[config.mk]
export PLATFORM = sky130hd
export DESIGN_NAME = sram_burst_reader
export DESIGN_NICKNAME = d
export VERILOG_FILES = /design/src/rtl/sram_rd_pkg.sv /design/src/rtl/sync_fifo.sv /design/src/rtl/sram_burst_reader.sv
export SDC_FILE = /design/constraint.sdc
export NUM_CORES = 1
export LEC_CHECK = 0
export ABC_CLOCK_PERIOD_IN_PS = 7100
export BUFFER_PORTS_ARGS = -buffer_cell sky130_fd_sc_hd__buf_4
export CAP_MARGIN = 20
export CORE_UTILIZATION = 30
export DETAILED_ROUTE_END_ITERATION = 10
export PLACE_DENSITY = 0.49
export RECOVER_POWER = 50
export SLEW_MARGIN = 10
export SYNTH_ARGS = -nofsm -noshare
export SYNTH_HDL_FRONTEND = slang
export SYNTH_SLANG_ARGS = --single-unit
[constraint.sdc]
create_clock -name clk -period 7.1 [get_ports clk]
set_clock_uncertainty 0.2 [all_clocks]
set_input_delay 0.355 -clock clk [delete_from_list [all_inputs] [get_ports clk]]
set_output_delay 0.355 -clock clk [all_outputs]
set_load 0.05 [all_outputs]
[src/rtl/sram_rd_pkg.sv]
// Shared definitions for the SRAM burst reader slice.
//   state_e        : burst FSM states (IDLE, RUN, FIN)
//   DEF_*          : default word width, SRAM depth and output buffer depth
//   addr_w()       : SRAM address width for a given depth
package sram_rd_pkg;

  typedef enum logic [1:0] {
    IDLE,
    RUN,
    FIN
  } state_e;

  localparam int unsigned DEF_DATA_LEN   = 32;
  localparam int unsigned DEF_N_ENTRIES  = 1024;
  localparam int unsigned DEF_FIFO_DEPTH = 4;

  function automatic int unsigned addr_w(input int unsigned n);
    return (n > 1) ? $clog2(n) : 1;
  endfunction

endpackage

[src/rtl/sync_fifo.sv]
// Small synchronous FIFO used as the reader's output buffer.
//   clk, rst_n : clock, asynchronous active-low reset (flushes pointers/count)
//   push, din  : write din when push is high
//   pop        : drop the head entry when pop is high and not empty
//   dout       : current head entry, read from registered storage
//   count      : occupancy 0..FIFO_DEPTH
//   empty, full: occupancy flags
// FIFO_DEPTH must be a power of 2 so the pointers wrap naturally.
module sync_fifo #(
  parameter  int unsigned DATA_LEN   = 32,
  parameter  int unsigned FIFO_DEPTH = 4,
  localparam int unsigned PTR_W      = $clog2(FIFO_DEPTH),
  localparam int unsigned CNT_W      = PTR_W + 1
) (
  input  logic                clk,
  input  logic                rst_n,
  input  logic                push,
  input  logic                pop,
  input  logic [DATA_LEN-1:0] din,
  output logic [DATA_LEN-1:0] dout,
  output logic [CNT_W-1:0]    count,
  output logic                empty,
  output logic                full
);

  logic [DATA_LEN-1:0] mem [FIFO_DEPTH];
  logic [PTR_W-1:0]    wr_ptr;
  logic [PTR_W-1:0]    rd_ptr;
  logic                do_push;
  logic                do_pop;

  assign empty   = (count == '0);
  assign full    = (count == CNT_W'(FIFO_DEPTH));
  assign do_pop  = pop & ~empty;
  assign do_push = push & (~full | do_pop);
  assign dout    = mem[rd_ptr];

  // Storage needs no reset: reset flushes the pointers, so stale words are never exposed.
  always_ff @(posedge clk) begin
    if (do_push) begin
      mem[wr_ptr] <= din;
    end
  end

  always_ff @(posedge clk or negedge rst_n) begin
    if (!rst_n) begin
      wr_ptr <= '0;
      rd_ptr <= '0;
      count  <= '0;
    end else begin
      if (do_push) begin
        wr_ptr <= wr_ptr + PTR_W'(1);
      end
      if (do_pop) begin
        rd_ptr <= rd_ptr + PTR_W'(1);
      end
      case ({do_push, do_pop})
        2'b10:   count <= count + CNT_W'(1);
        2'b01:   count <= count - CNT_W'(1);
        default: count <= count;
      endcase
    end
  end

  overflow_chk : assert property (@(posedge clk) disable iff (!rst_n) !(push && full && !pop));

endmodule

[src/rtl/sram_burst_reader.sv]
// Reads a contiguous burst of words from a 1-cycle-latency SRAM and presents
// them as a valid/ready stream with a last flag.
//   clk, rst_n          : clock, asynchronous active-low reset
//   start_i, base_i     : burst request and first address (sampled when idle)
//   len_i               : word count 0..N_ENTRIES
//   busy_o, done_o      : burst in progress / one-cycle completion pulse
//   sram_en_o           : SRAM read enable; sram_addr_o : SRAM address
//   sram_data_i         : SRAM read data, valid the cycle after sram_en_o
//   m_valid_o, m_data_o, m_last_o, m_ready_i : output stream
module sram_burst_reader
  import sram_rd_pkg::*;
#(
  parameter  int unsigned DATA_LEN   = DEF_DATA_LEN,
  parameter  int unsigned N_ENTRIES  = DEF_N_ENTRIES,
  parameter  int unsigned FIFO_DEPTH = DEF_FIFO_DEPTH,
  localparam int unsigned ADDR_W     = addr_w(N_ENTRIES)
) (
  input  logic                clk,
  input  logic                rst_n,
  input  logic                start_i,
  input  logic [ADDR_W-1:0]   base_i,
  input  logic [ADDR_W:0]     len_i,
  output logic                busy_o,
  output logic                done_o,
  output logic                sram_en_o,
  output logic [ADDR_W-1:0]   sram_addr_o,
  input  logic [DATA_LEN-1:0] sram_data_i,
  output logic                m_valid_o,
  output logic [DATA_LEN-1:0] m_data_o,
  output logic                m_last_o,
  input  logic                m_ready_i
);

  localparam int unsigned    CNT_W       = $clog2(FIFO_DEPTH) + 1;
  localparam logic [CNT_W:0] ISSUE_LIMIT = (CNT_W + 1)'(FIFO_DEPTH - 2);
  localparam logic [ADDR_W-1:0] TOP_ADDR = ADDR_W'(N_ENTRIES - 1);

  state_e              state;
  state_e              state_nx;
  logic [ADDR_W-1:0]   rd_addr;
  logic [ADDR_W:0]     issue_rem;
  logic [ADDR_W:0]     beats_rem;
  logic                pend_q;
  logic                issue;
  logic                valid;
  logic                last;
  logic                beat_taken;
  logic                take_start;
  logic [CNT_W:0]      inflight;
  logic [CNT_W-1:0]    fifo_count;
  logic                fifo_empty;
  logic                fifo_full;
  logic [DATA_LEN-1:0] fifo_head;

  sync_fifo #(
    .DATA_LEN   (DATA_LEN),
    .FIFO_DEPTH (FIFO_DEPTH)
  ) u_fifo (
    .clk   (clk),
    .rst_n (rst_n),
    .push  (pend_q),
    .pop   (beat_taken),
    .din   (sram_data_i),
    .dout  (fifo_head),
    .count (fifo_count),
    .empty (fifo_empty),
    .full  (fifo_full)
  );

  // Words already buffered plus the read still in the SRAM pipe. Issue only
  // while this leaves room for one more, ignoring any pop in the same cycle.
  assign inflight = {1'b0, fifo_count} + {{CNT_W{1'b0}}, pend_q};

  always_comb begin
    state_nx   = state;
    take_start = (state == IDLE) && start_i;
    issue      = (state == RUN) && (issue_rem != '0) && (inflight <= ISSUE_LIMIT);
    valid      = (state == RUN) && !fifo_empty;
    last       = valid && (beats_rem == (ADDR_W + 1)'(1));
    beat_taken = valid && m_ready_i;
    case (state)
      IDLE: begin
        if (start_i) begin
          state_nx = (len_i == '0) ? FIN : RUN;
        end
      end
      RUN: begin
        if (beat_taken && last) begin
          state_nx = FIN;
        end
      end
      FIN:     state_nx = IDLE;
      default: state_nx = IDLE;
    endcase
  end

  always_ff @(posedge clk or negedge rst_n) begin
    if (!rst_n) begin
      state     <= IDLE;
      rd_addr   <= '0;
      issue_rem <= '0;
      beats_rem <= '0;
      pend_q    <= 1'b0;
    end else begin
      state  <= state_nx;
      pend_q <= issue;
      if (take_start) begin
        rd_addr   <= base_i;
        issue_rem <= len_i;
        beats_rem <= len_i;
      end else begin
        if (issue) begin
          rd_addr   <= (rd_addr == TOP_ADDR) ? '0 : rd_addr + ADDR_W'(1);
          issue_rem <= issue_rem - (ADDR_W + 1)'(1);
        end
        if (beat_taken) begin
          beats_rem <= beats_rem - (ADDR_W + 1)'(1);
        end
      end
    end
  end

  assign busy_o      = (state != IDLE);
  assign done_o      = (state == FIN);
  assign sram_en_o   = issue;
  assign sram_addr_o = rd_addr;
  assign m_valid_o   = valid;
  assign m_last_o    = last;
  assign m_data_o    = valid ? fifo_head : '0;

  no_overflow : assert property (@(posedge clk) disable iff (!rst_n)
                                 !(pend_q && fifo_full && !beat_taken));

endmodule

== Word-level counts from Yosys, hierarchy flattened ==
Memories as Yosys holds them, arrays and structs flattened.
Index checks and enable logic that the tools add are counted.
Operators by class
  order comparisons: 1
  reductions and logical operators: 17
  add/sub/neg operators: 8
  eq/ne operators: 9
  multiplexer cells: 15
  bitwise operators: 5
Operators by type and width (number)
  2-to-1 mux 11 bit: 4
  2-to-1 mux 32 bit: 1
  2-to-1 mux 10 bit: 3
  subtractor 11 x 1 -> 11 bit, second input constant: 2
  equality test 11 x 1 -> 1 bit, second input constant: 1
  zero test 11 bit: 1
  nonzero test 11 bit: 1
  adder 10 x 1 -> 10 bit, second input constant: 1
  equality test 10 bit, second input constant: 1
  nonzero test 2 bit: 4
  logical AND 1 bit: 7
  2-to-1 mux 2 bit: 3
  case mux 3 bit (2 select lines): 1
  adder 2 x 1 -> 2 bit, second input constant: 2
  adder 3 x 1 -> 4 bit: 1
  equality test 2 x 1 -> 1 bit, second input constant: 2
  equality test 2 bit, second input constant: 2
  less-or-equal comparator 4 x 2 -> 1 bit, second input constant: 1
  case mux 2 bit (2 select lines): 1
  adder 3 x 1 -> 3 bit, second input constant: 1
  equality test 3 bit, second input constant: 1
  zero test 3 bit: 1
  subtractor 3 x 1 -> 3 bit, second input constant: 1
  bitwise AND 1 bit: 2
  8 further kinds: 10
Word-level totals
  bits in registers: 42
  memories kept: 1
  input port bits: 57
  word-level logic and storage cells: 64
  RAM bits: 128
Memories
  u_fifo.mem: depth 4, bits a word 32, read ports 1, clocked after Yosys merged registers in 0, write ports 1, line sync_fifo.sv:26  | logic [DATA_LEN-1:0] mem [FIFO_DEPTH];

== Logic depth before layout (Yosys ltp) ==
  depth in word-level cells: 9
  depth in mapped cells: 10

== Hierarchy ==
From an unflattened synthesis, not the netlist that was laid out.
Second synthesis, totals
  cells, all modules: 492
  area total of the unflattened synthesis: 7422.1 µm²
Modules (own cells, without submodules)
  sync_fifo: cells an instance 219, instances 1, area an instance 5113.7 µm², sequential area each 4018.9 µm²
  sram_burst_reader: cells an instance 273, instances 1, area an instance 2308.5 µm², sequential area each 875.8 µm²

== Least setup slack after synthesis ==
Ideal clock, no wire load.
  kind: register to register
  start point: reg u_fifo.count[0]
  end point: reg u_fifo.count[2]
  path buffers: 3
  setup time: 0.134 ns
  arrival: 2.581 ns
  required time: 6.766 ns
  cell stages (with the launch flop): 11
  slack: 4.185 ns
  cell sequence: dfrtp_1 or3_1 clkbuf_1 nand3_1 clkbuf_1 buf_1 nor2_1 fa_1 or3_1 o22ai_1 a31oi_1
On the way
  longest elaborated chain between the ends: 9
Ends and longest elaborated chain
  from (decl): line sync_fifo.sv:21  | output logic [CNT_W-1:0] count,
  from (signal assigned): line sync_fifo.sv:58  | 2'b10: count <= count + CNT_W'(1);
  from (signal assigned): line sync_fifo.sv:59  | 2'b01: count <= count - CNT_W'(1);
  from (signal assigned): line sync_fifo.sv:60  | default: count <= count;
  zero test 3 bit: line sync_fifo.sv:32  | assign empty = (count == '0);
  zero test 1 bit: line sram_burst_reader.sv:78  | valid = (state == RUN) && !fifo_empty;
  logical AND 1 bit: line sram_burst_reader.sv:78
  logical AND 1 bit: line sram_burst_reader.sv:80  | beat_taken = valid && m_ready_i;
  bitwise AND 1 bit: line sync_fifo.sv:34  | assign do_pop = pop & ~empty;
  OR 1 bit: line sync_fifo.sv:35  | assign do_push = push & (~full | do_pop);
  bitwise AND 1 bit: line sync_fifo.sv:35
  equality test 2 x 1 -> 1 bit / equality test 2 bit (equally long branches): line sync_fifo.sv:57  | case ({do_push, do_pop})
  case mux 3 bit (2 select lines) / nonzero test 2 bit (equally long branches)
Several ways; a longest one is shown, not always the timed one.
A chain may end at the register's enable or synchronous reset.

== Worst setup path in the final report ==
  start point: reg state[1]
  end point: mem u_fifo.mem[2][29] (enable)
On the way
  longest elaborated chain between the ends: 8
Ends and longest elaborated chain
  from (decl): line sram_burst_reader.sv:38  | state_e state;
  from (signal assigned): line sram_burst_reader.sv:105  | state <= state_nx;
  equality test 2 x 1 -> 1 bit: line sram_burst_reader.sv:78
  logical AND 1 bit: line sram_burst_reader.sv:78
  logical AND 1 bit: line sram_burst_reader.sv:80
  bitwise AND 1 bit: line sync_fifo.sv:34
  OR 1 bit: line sync_fifo.sv:35
  bitwise AND 1 bit: line sync_fifo.sv:35
  2-to-1 mux 1 bit: line sync_fifo.sv:40  | if (do_push) begin
  2-to-1 mux 1 bit (not written as such): line sync_fifo.sv:41  | mem[wr_ptr] <= din;
  to (decl): line sync_fifo.sv:26
No other way between the ends.

==> reports/qor.yml <==
sta:
  slew_headroom_pct: -61.6
  finalCritPeriodShare_pct: 70.0
  tightest_slew_ns: 2.42
  period_minus_slack_ns: 4.97
  setup_tns_ns: 0
  setup-violations-final: 0
  fmax_mhz: 201
  drv_slew: 112
  rsz0062_at_grt: "no"
  hold_viol: 0
global_routing:
  grt_antenna_before_repair: 0
  grt_pass1_vias: 5014
  overflow: 0
  grtUsageTotal_pct: 14.3
  grt_max_degree: 43
  grt_pass1_wl_um: 27900
clock_tree:
  cts_tree: "built"
  cts.hold.buffers_added: 50
  cts_resized: 0
  postCtsSetupBuffers: 0
  cts_max_path_buffers: 2
  clock-root-buffer: "clkbuf_16"
  cts_sinks: 170
  clock_tree.htree_level_count: 4
  cts_buffers: 17
  path_clk_slew_ns: 0.08
  clock_latency_ns: 0.42
pwr:
  powerDensity_nw_per_um2: 467
  power_leakage_nw: 3.44
  vdd_drop_max_uv: 232
job:
  cap_violations: 3
synthesis:
  ys_seq_area_share_pct: 66.3
  synthTopCellsByArea: "edfxtp_1 52%, dfrtp_1 14%, mux4_2 9.8%, and3_1 3.3%, ha_1 1.9%"
  async_reset_ff_share_pct: 24.7
  syn_avg_cell_area_um2: 15.3
  yosys_warnings: 0
  yosysTopAreaCell: "edfxtp_1"
  synth_enable_flop_cells: 128
  syn_area_um2: 7380
  syn_inst: 482
  yosys.cell_types.count: 53
  synth_fp_nets: 551
  synth_flop_cell: "edfxtp_1"
  synth.top_cell.area_share_pct: 52.1
  ys_seq_elements: 170
finish:
  multi_input_area_um2: 2340
  num-fill-cells: 2343
  final_cell_mix: "128 x edfxtp_1, 60 x buf_4, 50 x dlygate4sd3_1"
  final_common_cell: "edfxtp_1"
  antenna-diode-count: 0
  final_area_um2: 9460
  final_nets: 703
  final-seq-area_um2: 4900
  stdcell_count: 971
  utilization_pct: 39.0
  drive_gt1_share_pct: 21.9
  area_growth_pct: 28.1
place:
  globalplace.congestion: 0.802
  hpwl_um: 10700
  dp_cells: 889
  port_buffers: 103
  placed_area_um2: 8500
worst_setup_path:
  path_class: "register to register"
  critPathMaxFanout: 34
  worstPathRequired_ns: 6.95
  reg2reg_from: "state[1]"
  start_kind: "register"
  r2r_cells: 5
  reg2reg_to: "u_fifo.mem[2][29]"
  endpoint_kind: "register"
  cp.arrival_ns: 4.82
  regToRegSetupSlack_ns: 2.13
drt:
  firstDrtPassIters: 4
  ant_nets: 0
  wirelength_um: 17400
  wl_per_cell_um: 17.9
  vias: 4820
  drc: 0
  top_layer: "met4"
  drt_iter0_drc: 266
  wl_met2_um: 8470
  met3_length_um: 623
  viasPerCell: 4.96
  wl_met1_um: 8170
floorplanning:
  initial_core_util_pct: 30.4
  io_pins: 104
  core_um2: 24200
  die_x_um: 159
  rows: 57
  die_h_um: 159
  dieArea_um2: 25200
outcome:
  run_status: "finished, violations left"
  violations: "max-capacitance violations, max-slew violations"
worst_hold_path:
  min-delay-path-class: "input port to register"
  hold_path_depth: 3
  hold_end: "issue_rem[1]"
  hp-start: "len_i[1]"
## metal layers
metal / up-vias / GRT usage [%]
met1: 2458 / 19.1
met5: - / 0
met4: 0 / 3.19
met3: 13 / 3.06
li1: 2235 / -
met2: 114 / 23.6
## registers in the layout, indices dropped and copies added (netlist names)
name,count
issue_rem,11
u_fifo.wr_ptr,2
u_fifo.rd_ptr,2
u_fifo.mem,128
beats_rem,11
pend_q,1
u_fifo.count,3
state,2
sram_addr_o,10
## worst max-delay path by stage
| stage | from | end |
|---|---|---|
| detailed placement | state[0] | u_fifo.mem[0][17] |
| global route | state[0] | u_fifo.mem[0][31] |
| floorplan | u_fifo.count[0] | u_fifo.count[2] |
| global placement | state[1] | u_fifo.mem[0][17] |
| CTS | state[0] | u_fifo.mem[0][5] |
| finish | state[1] | u_fifo.mem[2][29] |
## worst max-delay path, cell delays in order (launching register included)
cell and delay, ns:
dfrtp_1 0.45, nor2b_1 0.20, clkbuf_1 1.25, nand3_1 0.92
a31oi_1 0.69, and2_2 0.86
## power breakdown
group	switching (mW)	total (mW)	internal (mW)
clock network	0.485	0.981	0.496
logic	1.25	1.95	0.701
registers	0.187	1.49	1.30
total	1.92	4.42	2.50
## synth_stat cells (8+ instances only)
| cell | number |
|---|---|
| edfxtp_1 | 128 |
| dfrtp_1 | 42 |
| and3_1 | 39 |
| mux4_2 | 32 |
| nand2_1 | 28 |
| clkbuf_1 | 19 |
| nand3_1 | 14 |
| nor2_1 | 14 |
| o21ai_0 | 13 |
| inv_1 | 12 |
| ha_1 | 11 |
| a221o_1 | 9 |
| nor3_1 | 8 |
| o211ai_1 | 8 |
| or4_1 | 8 |
## layout make-up
type,count,area share [%]
clock buffer,17,4.50
clock inverter,15,2.31
inverter,12,0.476
multi-input combinational,275,24.7
sequential,170,51.8
tap,324,4.29
timing repair buffer,158,12.0
## per-stage QoR
step	hold slack, ns	power (mW)	setup slack [ns]
floorplan	-0.141	2.90	4.18
global placement	0.193	3.46	3.55
detailed placement	0.201	3.49	3.35
CTS	0.00799	4.51	3.34
global route	0.0306	4.65	1.76
finish	0.0261	4.42	2.13
## logic make-up (layout without fill, tap and decap cells)
logic type      after synthesis  count (layout)  synth area share (%)
buf+inv                      37             202                  2.03
fa+ha+maj                    12              12                  2.14
mux                          35              35                  10.2
xor+xnor                      5               5                 0.593
flops                       170             170                  66.3
compound gates               69              69                  6.90
simple gates                154             154                  11.9
Power figures use the tool's default switching activity.
